==> src/rtl/darksocv_uart_agent.sv <==
// rtl/darksocv_uart_agent.sv - UART TX driver and RX decoder with FWFT FIFO for the darksocv bench
// Even parity in both directions when DARKSOCV_UART_AGENT_PARITY_EN is defined.
module darksocv_uart_agent #(
    parameter int DIV        = 868,
    parameter int DATA_BITS  = 8,
    parameter int STOP_BITS  = 1,
    parameter int FIFO_DEPTH = 16
) (
    input  logic                        XCLK,
    input  logic                        XRES,
    input  logic                        UART_TXD_IN,
    output logic                        UART_RXD_OUT,
    input  logic [DATA_BITS-1:0]        tx_data,
    input  logic                        tx_valid,
    output logic                        tx_ready,
    output logic [DATA_BITS-1:0]        rx_data,
    output logic                        rx_valid,
    input  logic                        rx_ready,
    output logic [$clog2(FIFO_DEPTH):0] rx_level,
    output logic                        frame_err,
    output logic                        overrun,
    input  logic                        clr_err
);
`ifdef DARKSOCV_UART_AGENT_PARITY_EN
    localparam bit PARITY = 1'b1;
`else
    localparam bit PARITY = 1'b0;
`endif
    localparam int AW = $clog2(FIFO_DEPTH);
    localparam int CW = $clog2(DIV);
    localparam logic [CW-1:0] DIV_LAST  = CW'(DIV - 1);
    localparam logic [CW-1:0] DIV_PRE   = CW'(DIV - 2);
    localparam logic [CW-1:0] HALF_LAST = CW'(DIV / 2 - 1);
    localparam logic [3:0]    BIT_LAST  = 4'(DATA_BITS - 1);
    localparam logic [3:0]    STOP_LAST = 4'(STOP_BITS - 1);

    typedef enum logic [2:0] {TX_IDLE, TX_START, TX_DATA, TX_PAR, TX_STOP} tx_state_t;
    typedef enum logic [2:0] {RX_IDLE, RX_START, RX_DATA, RX_PAR, RX_STOP} rx_state_t;

    tx_state_t            tx_state;
    logic [CW-1:0]        tx_cnt;
    logic [3:0]           tx_bit;
    logic [DATA_BITS-1:0] tx_shift;
    logic                 tx_par;

    always_ff @(posedge XCLK) begin
        if (!XRES) begin
            tx_state     <= TX_IDLE;
            UART_RXD_OUT <= 1'b1;
            tx_ready     <= 1'b1;
            tx_cnt       <= '0;
            tx_bit       <= '0;
            tx_shift     <= '0;
            tx_par       <= 1'b0;
        end else begin
            case (tx_state)
                TX_IDLE: begin
                    if (tx_valid && tx_ready) begin
                        tx_shift     <= tx_data;
                        tx_par       <= ^tx_data;
                        UART_RXD_OUT <= 1'b0;
                        tx_ready     <= 1'b0;
                        tx_cnt       <= '0;
                        tx_state     <= TX_START;
                    end
                end
                TX_START: begin
                    if (tx_cnt == DIV_LAST) begin
                        tx_cnt       <= '0;
                        tx_bit       <= '0;
                        UART_RXD_OUT <= tx_shift[0];
                        tx_shift     <= tx_shift >> 1;
                        tx_state     <= TX_DATA;
                    end else begin
                        tx_cnt <= tx_cnt + 1'b1;
                    end
                end
                TX_DATA: begin
                    if (tx_cnt == DIV_LAST) begin
                        tx_cnt <= '0;
                        if (tx_bit == BIT_LAST) begin
                            tx_bit <= '0;
                            if (PARITY) begin
                                UART_RXD_OUT <= tx_par;
                                tx_state     <= TX_PAR;
                            end else begin
                                UART_RXD_OUT <= 1'b1;
                                tx_state     <= TX_STOP;
                            end
                        end else begin
                            tx_bit       <= tx_bit + 1'b1;
                            UART_RXD_OUT <= tx_shift[0];
                            tx_shift     <= tx_shift >> 1;
                        end
                    end else begin
                        tx_cnt <= tx_cnt + 1'b1;
                    end
                end
                TX_PAR: begin
                    if (tx_cnt == DIV_LAST) begin
                        tx_cnt       <= '0;
                        UART_RXD_OUT <= 1'b1;
                        tx_state     <= TX_STOP;
                    end else begin
                        tx_cnt <= tx_cnt + 1'b1;
                    end
                end
                TX_STOP: begin
                    // Ready is raised during the last stop-bit cycle so a
                    // back-to-back byte starts right after it.
                    if (tx_bit == STOP_LAST && tx_cnt == DIV_PRE) begin
                        tx_cnt   <= '0;
                        tx_bit   <= '0;
                        tx_ready <= 1'b1;
                        tx_state <= TX_IDLE;
                    end else if (tx_cnt == DIV_LAST) begin
                        tx_cnt <= '0;
                        tx_bit <= tx_bit + 1'b1;
                    end else begin
                        tx_cnt <= tx_cnt + 1'b1;
                    end
                end
                default: tx_state <= TX_IDLE;
            endcase
        end
    end

    // [1:0] synchronise the line, [2] is the previous synchronised value
    logic [2:0] rx_sync;
    logic       rx_in;
    logic       rx_prev;
    assign rx_in   = rx_sync[1];
    assign rx_prev = rx_sync[2];

    always_ff @(posedge XCLK) begin
        if (!XRES) rx_sync <= '1;
        else       rx_sync <= {rx_sync[1:0], UART_TXD_IN};
    end

    rx_state_t            rx_state;
    logic [CW-1:0]        rx_cnt;
    logic [3:0]           rx_bit;
    logic [DATA_BITS-1:0] rx_shift;
    logic                 rx_par_bad;
    logic                 rx_push;
    logic                 fe_set;

    always_comb begin
        rx_push = 1'b0;
        fe_set  = 1'b0;
        if (rx_state == RX_STOP && rx_cnt == DIV_LAST) begin
            if (rx_in && !rx_par_bad) rx_push = 1'b1;
            else                      fe_set  = 1'b1;
        end
    end

    always_ff @(posedge XCLK) begin
        if (!XRES) begin
            rx_state   <= RX_IDLE;
            rx_cnt     <= '0;
            rx_bit     <= '0;
            rx_shift   <= '0;
            rx_par_bad <= 1'b0;
        end else begin
            case (rx_state)
                RX_IDLE: begin
                    if (rx_prev && !rx_in) begin
                        rx_cnt     <= '0;
                        rx_par_bad <= 1'b0;
                        rx_state   <= RX_START;
                    end
                end
                RX_START: begin
                    if (rx_cnt == HALF_LAST) begin
                        rx_cnt   <= '0;
                        rx_bit   <= '0;
                        rx_state <= rx_in ? RX_IDLE : RX_DATA;
                    end else begin
                        rx_cnt <= rx_cnt + 1'b1;
                    end
                end
                RX_DATA: begin
                    if (rx_cnt == DIV_LAST) begin
                        rx_cnt   <= '0;
                        rx_shift <= {rx_in, rx_shift[DATA_BITS-1:1]};
                        if (rx_bit == BIT_LAST) rx_state <= PARITY ? RX_PAR : RX_STOP;
                        else                    rx_bit   <= rx_bit + 1'b1;
                    end else begin
                        rx_cnt <= rx_cnt + 1'b1;
                    end
                end
                RX_PAR: begin
                    if (rx_cnt == DIV_LAST) begin
                        rx_cnt     <= '0;
                        rx_par_bad <= rx_in != ^rx_shift;
                        rx_state   <= RX_STOP;
                    end else begin
                        rx_cnt <= rx_cnt + 1'b1;
                    end
                end
                RX_STOP: begin
                    if (rx_cnt == DIV_LAST) begin
                        rx_cnt   <= '0;
                        rx_state <= RX_IDLE;
                    end else begin
                        rx_cnt <= rx_cnt + 1'b1;
                    end
                end
                default: rx_state <= RX_IDLE;
            endcase
        end
    end

    logic [DATA_BITS-1:0] mem [FIFO_DEPTH];
    logic [AW-1:0]        wr_ptr;
    logic [AW-1:0]        rd_ptr;
    logic [AW:0]          level;
    logic                 pop;
    logic                 full;
    logic                 do_push;

    assign pop      = rx_valid && rx_ready;
    assign full     = level == (AW+1)'(FIFO_DEPTH);
    assign do_push  = rx_push && (!full || pop);
    assign rx_valid = level != '0;
    assign rx_level = level;
    assign rx_data  = rx_valid ? mem[rd_ptr] : '0;

    always_ff @(posedge XCLK) begin
        if (do_push) mem[wr_ptr] <= rx_shift;
    end

    always_ff @(posedge XCLK) begin
        if (!XRES) begin
            wr_ptr    <= '0;
            rd_ptr    <= '0;
            level     <= '0;
            frame_err <= 1'b0;
            overrun   <= 1'b0;
        end else begin
            if (do_push) wr_ptr <= wr_ptr + 1'b1;
            if (pop)     rd_ptr <= rd_ptr + 1'b1;
            if (do_push && !pop)      level <= level + 1'b1;
            else if (!do_push && pop) level <= level - 1'b1;
            // A set event in the clearing cycle keeps the flag high
            frame_err <= (frame_err && !clr_err) || fe_set;
            overrun   <= (overrun && !clr_err) || (rx_push && full && !pop);
        end
    end
endmodule

==> config.mk <==
export PLATFORM = sky130hd
export DESIGN_NAME = darksocv_uart_agent
export DESIGN_NICKNAME = d
export VERILOG_FILES = /design/src/rtl/darksocv_uart_agent.sv
export SDC_FILE = /design/constraint.sdc
export NUM_CORES = 1
export LEC_CHECK = 0
export BUFFER_PORTS_ARGS = -buffer_cell sky130_fd_sc_hd__buf_2
export CAP_MARGIN = 20
export CORE_ASPECT_RATIO = 0.7
export CORE_UTILIZATION = 35
export DETAILED_ROUTE_END_ITERATION = 16
export PLACE_DENSITY = 0.51
export SLEW_MARGIN = 25
export SYNTH_ARGS = -nofsm -noshare
export SYNTH_HDL_FRONTEND = slang
export SYNTH_SLANG_ARGS = --single-unit
==> constraint.sdc <==
create_clock -name XCLK -period 5.51 [get_ports XCLK]
set_input_delay 0.8265 -clock XCLK [delete_from_list [all_inputs] [get_ports XCLK]]
set_output_delay 0.8265 -clock XCLK [all_outputs]
set_load 0.005 [all_outputs]
* After elaboration in Yosys (flattened, before gate mapping)
Memories as Yosys holds them, arrays and structs flattened. A register that Yosys moved wholly into a read port is not among the register bits.
Index checks and enable logic that the tools add are counted.
** Cells by class
- Add/subtract/negate cells :: 8
- Reductions and logical operators :: 49
- Eq/ne operators :: 31
- Mux-type cells :: 60
** Operators with widths (count)
- 10-bit two-way mux :: 6
- 10-bit case mux with 3 select lines :: 2
- 4-bit two-way mux :: 10
- 8-bit two-way mux :: 5
- 3-bit two-way mux :: 12
- 10-bit == test (second input constant) :: 3
- 3-bit case mux with 5 select lines :: 2
- 2-bit != test (second input constant) :: 13
- 8-bit case mux with 3 select lines :: 1
- 10-bit by 1-bit adder with 10-bit output (second input constant) :: 2
- 4-bit by 1-bit adder with 4-bit output (second input constant) :: 4
- 1-bit two-way mux :: 14
- 1-bit logical AND :: 13
- 3-bit by 2-bit == test with 1-bit output (second input constant) :: 4
- 4-bit case mux with 3 select lines :: 1
- 6-bit AND reduction :: 2
- 3-bit nonzero test :: 4
- 10-bit by 9-bit == test with 1-bit output (second input constant) :: 1
- 5-bit two-way mux :: 2
- 5-bit AND reduction :: 2
- 4-bit by 3-bit == test with 1-bit output (second input constant) :: 2
- 4-bit case mux with 2 select lines :: 1
- 4-bit AND reduction :: 2
- 2-bit nonzero test :: 4
- other kinds (21) :: 36
** Word-level totals
- Word-level logic and storage cells :: 166
- Output and inout port bits :: 18
- Memories :: 1
- Register bits :: 71
- RAM bits :: 128
** Memory list
- mem :: depth 16, width 8, rd ports 1, clocked after Yosys merged registers in 1, wr ports 1, line 214 : logic [DATA_BITS-1:0] mem [FIFO_DEPTH];

* Depth between registers and ports, before layout
- Word-level depth :: 9
- Gate-level depth with buffers :: 14
- Mapped depth without buffers :: 12

* Worst setup path after synthesis
Ideal clock, no wire load.
- Path type :: in2reg
- From :: in rx_ready
- To :: reg level[4], in the netlist rx_level[4]
- Stages on the path :: 13
- Path slack :: 2.311 ns
- Library setup time :: 0.072 ns
- Arrival time :: 3.128 ns
- Buffers on the path :: 2
- Cell sequence :: inv_1 -> a311oi_2 -> and2_1 -> buf_2 -> buf_2 -> ha_1 -> inv_1 -> ha_1 -> nor2b_1 -> o21a_1 -> or3_1 -> a21oi_1 -> mux2i_1
** Between the ends
- Longest elaborated chain between the ends :: 6
** RTL lines
- from (decl) :: line 18 : input logic rx_ready,
- 1-bit logical AND (*) :: line 222 : assign pop = rx_valid && rx_ready;
- 1-bit logical OR (*) :: line 224 : assign do_push = rx_push && (!full || pop);
- 1-bit logical AND (*) :: line 224
- named net do_push :: line 220 : logic do_push;
- 1-bit zero test :: line 244 : else if (!do_push && pop) level <= level - 1'b1;
- 1-bit logical AND :: line 244
- 2-bit nonzero test (no line)
- to (signal assigned) :: line 243 : if (do_push && !pop) level <= level + 1'b1;
- to (signal assigned) :: line 244
- to (decl) :: line 217 : logic [AW:0] level;
Mark *: on every way through the listed nets, which the timed path passes. The rest lies on a longest branch.
A chain may end at the register's enable or synchronous reset.

==> out/qor.txt <==
RSZ-0062 raised after global routing = no
Die area = 26,200 um2
Sw Ratio = 20.2%
FF-to-FF path depth = 12
Drt pass-1 iters = 11
CTS sink cnt = 203
Mapped Nets = 702
Antenna-violating nets left = 0
Layout cells sized above 1 = 16.8%
Number of global-route vias before repair = 5,435
CP endpoint kind = primary output
Status = finished with violations
Clock network power share = 47.4%
Setup_tns = 0 ns
Setup WS post-layout = 1.61 ns
Int Pwr = 0.00258 W
Layout net count = 728
Pin count of the biggest net entering global routing = 56
Async SR Flop Fraction = 0%
Most frequent cell after synthesis = edfxtp_1
Worst hold path class = flip-flop to flip-flop
Initial antenna violation count = 0
Die H = 136 um
Skew final = 0.0117 ns
Worst-path maximum fanout = 18
Wire per inst = 18.9 um
Synthesized area = 8940 um2
Crit share post-route = 70.7%
Synth top cells by count = 128 x edfxtp_1, 75 x dfxtp_1, 48 x nor2_1
Total wire length = 19.6 mm
DR iter-0 viols = 546
Post-CTS Setup Bufs = 0
Psw = 0.000654 W
Die W = 193 um
Final non-filler cell total = 1,038
Setup Viol. Count Final = 0
Met2 WL post-DR = 8.41 mm
Gates resized, CTS repair = 0
Critical Path AT = 3.07 ns
Synth top area cells = edfxtp_1 43%, dfxtp_1 17%, mux4_2 10%
Cell count after placement = 998
Worst Tran Pin Value = 1.01 ns
Pwr dens = 319 nW/um2
Mean area per synthesized cell = 13.3 um2
Max layer used = met4
WS Path Type = flip-flop to primary output
Wire length on met3 = 841 um
Max_slew headroom = 32.6%
Number of buffers created by CTS = 22
Met1 WL = 10.0 mm
Routability cong. = 0.767
Comb power frac = 2.5%
DP HPWL = 12.9 mm
Sequential power share = 50.1%
Max IR drop VDD = 161 uV
Failing checks = DRC
Most used DFF post-synth = edfxtp_1
Crit-path cells = buf_4, mux4_2, mux4_2, and2_1, buf_2
Cells after synthesis = 671
Worst hold path depth = 1
Fin. Hold Viols = 0
Cell mode on critical path = mux4_2
Top Ports = 32
Post-CTS Hold Fix Bufs = 0
#FFs+latches synth = 203
CTS tree = yes
Overflow after GRT = 0
Core area = 24,900 um2
DRC = 8
Required time worst endpoint = 4.68 ns
Crit path time final = 3.90 ns
N_diodes = 0
Total power = 0.00324 W
Critical Path Start Type = flip-flop
Largest area contributor in the netlist = edfxtp_1
Pins Over Slew Limit = 0
Max Clock Freq = 257 MHz
Post-synthesis sequential area ratio = 59.8%
Max cap viols = 0
PortBufs = 31
CTS root buf = clkbuf_16
Initial Utilization = 35.9%
Yosys top cell area share = 43.0%
Pre-CTS setup slack = 1.94 ns
Clk_lat worst skew = 0.50 ns
Max clock buf depth = 3
Vias = 5,598
Unique cell type count in the Yosys netlist = 66
CP max-delay cell = dfxtp_2
Area Overhead vs Synth = 13.4%
H-tree levels = 1
Pleak = 3.41 nW
GRT Total Usage = 15.5%
Fillers = 2,316
First-pass GRT wire length = 31.2 mm
Vias per cell = 5.39
Row count = 48
CP max stage delay = 0.69 ns
Post-synth EDFFs = 128
Fin Hold WS = 0.405 ns
Synthesis Warnings = 0
Clk slew on worst S/H paths = 0.06 ns
-- power by group through the flow --
stage / combinational [W] / clock [W] / sequential (W)
2_1_floorplan: 0.0000618 / 0 / 0.00165
6_report: 0.0000804 / 0.00153 / 0.00162
3_5_place_dp: 0.0000799 / 0 / 0.00165
4_1_cts: 0.0000806 / 0.00157 / 0.00162
5_1_grt: 0.0000913 / 0.00163 / 0.00162
3_3_place_gp: 0.0000781 / 0 / 0.00165
-- flip-flops by register name (all words and copies together), names as in the netlist, named ones only --
name	cells
tx_ready	1
tx_cnt	10
rx_state	3
rd_ptr	4
frame_err	1
wr_ptr	4
mem	128
tx_shift	8
tx_state	3
rx_bit	4
overrun	1
rx_shift	8
UART_RXD_OUT	1
rx_level	5
rx_sync	3
rx_cnt	10
rx_par_bad	1
tx_bit	4
-- path summary, 6_finish.rpt --
kind	start	to	slack, ns
worst min-delay path	rx_sync[0]$_SDFF_PN1_	rx_sync[1]$_SDFF_PN1_	0.40
worst max register to register	rx_cnt[0]$_SDFFE_PN0P_	rx_level[4]$_SDFFE_PN0P_	1.93
worst max-delay path	flip-flop	rx_data[4]	1.61
worst min register to register	rx_sync[0]$_SDFF_PN1_	rx_sync[1]$_SDFF_PN1_	0.40
-- area by class of cell --
cell class,count,area (um2),area share [%]
multi-input cells,421,3390,33.5
clock inverters,17,183,1.80
inverters,16,60.1,0.592
clock buffers,23,576,5.68
flip-flops and latches,203,5350,52.8
well taps,325,407,4.01
repair buffers,33,170,1.68
-- logic make-up after synthesis --
| kind of cell | share of synthesized area (%) |
|---|---|
| AO/OA/AOI/OAI | 7.91 |
| XOR/XNOR | 1.82 |
| adder cells (fa/ha/maj) | 2.46 |
| buffers and inverters | 2.20 |
| flip-flops | 59.8 |
| multiplexers | 12.2 |
| AND/OR/NAND/NOR | 13.6 |
-- metal layers --
| layer | global-route usage [%] | vias up |
|---|---|---|
| li1 | - | 2631 |
| met1 | 24.0 | 2813 |
| met2 | 22.7 | 129 |
| met3 | 2.36 | 25 |
| met4 | 3.08 | 0 |
| met5 | 0 | - |
-- worst max-delay path: cells and delay by family (launching register included) --
| family | cells | cell delay, ns |
|---|---|---|
| buffers and inverters | 2 | 0.59 |
| multiplexers | 2 | 1.09 |
| flip-flops | 1 | 0.69 |
| AND/OR/NAND/NOR | 1 | 0.19 |
-- metrics by stage --
step                      instance area [um2]  utilization [%]
after floorplan                          8940                -
after global placement                   9380             37.7
after detailed placement                 9380             37.7
after CTS                               10100             40.8
after global routing                    10100             40.8
final                                   10100             40.8
-- cell usage in the layout, fill, tap and decap left out, drive strengths merged, types with 5 or more instances in the layout --
cell,Yosys,final
a31oi,7,7
nand3b,5,5
o21a,6,6
and2,14,14
mux2i,19,19
clkinv,0,10
mux4,40,40
xor2,9,9
nor2,50,50
xnor2,7,7
nand2,38,38
nand3,29,29
inv,16,16
ha,16,16
a211oi,9,9
nand2b,12,12
clkbuf,17,23
edfxtp,128,128
and3,20,20
a21oi,33,33
buf,14,33
nor3,11,11
nor2b,8,8
dfxtp,75,75
nand4b,5,5
or3,8,8
o21ai,23,23
No activity file was read; power rests on OpenSTA's default activity.
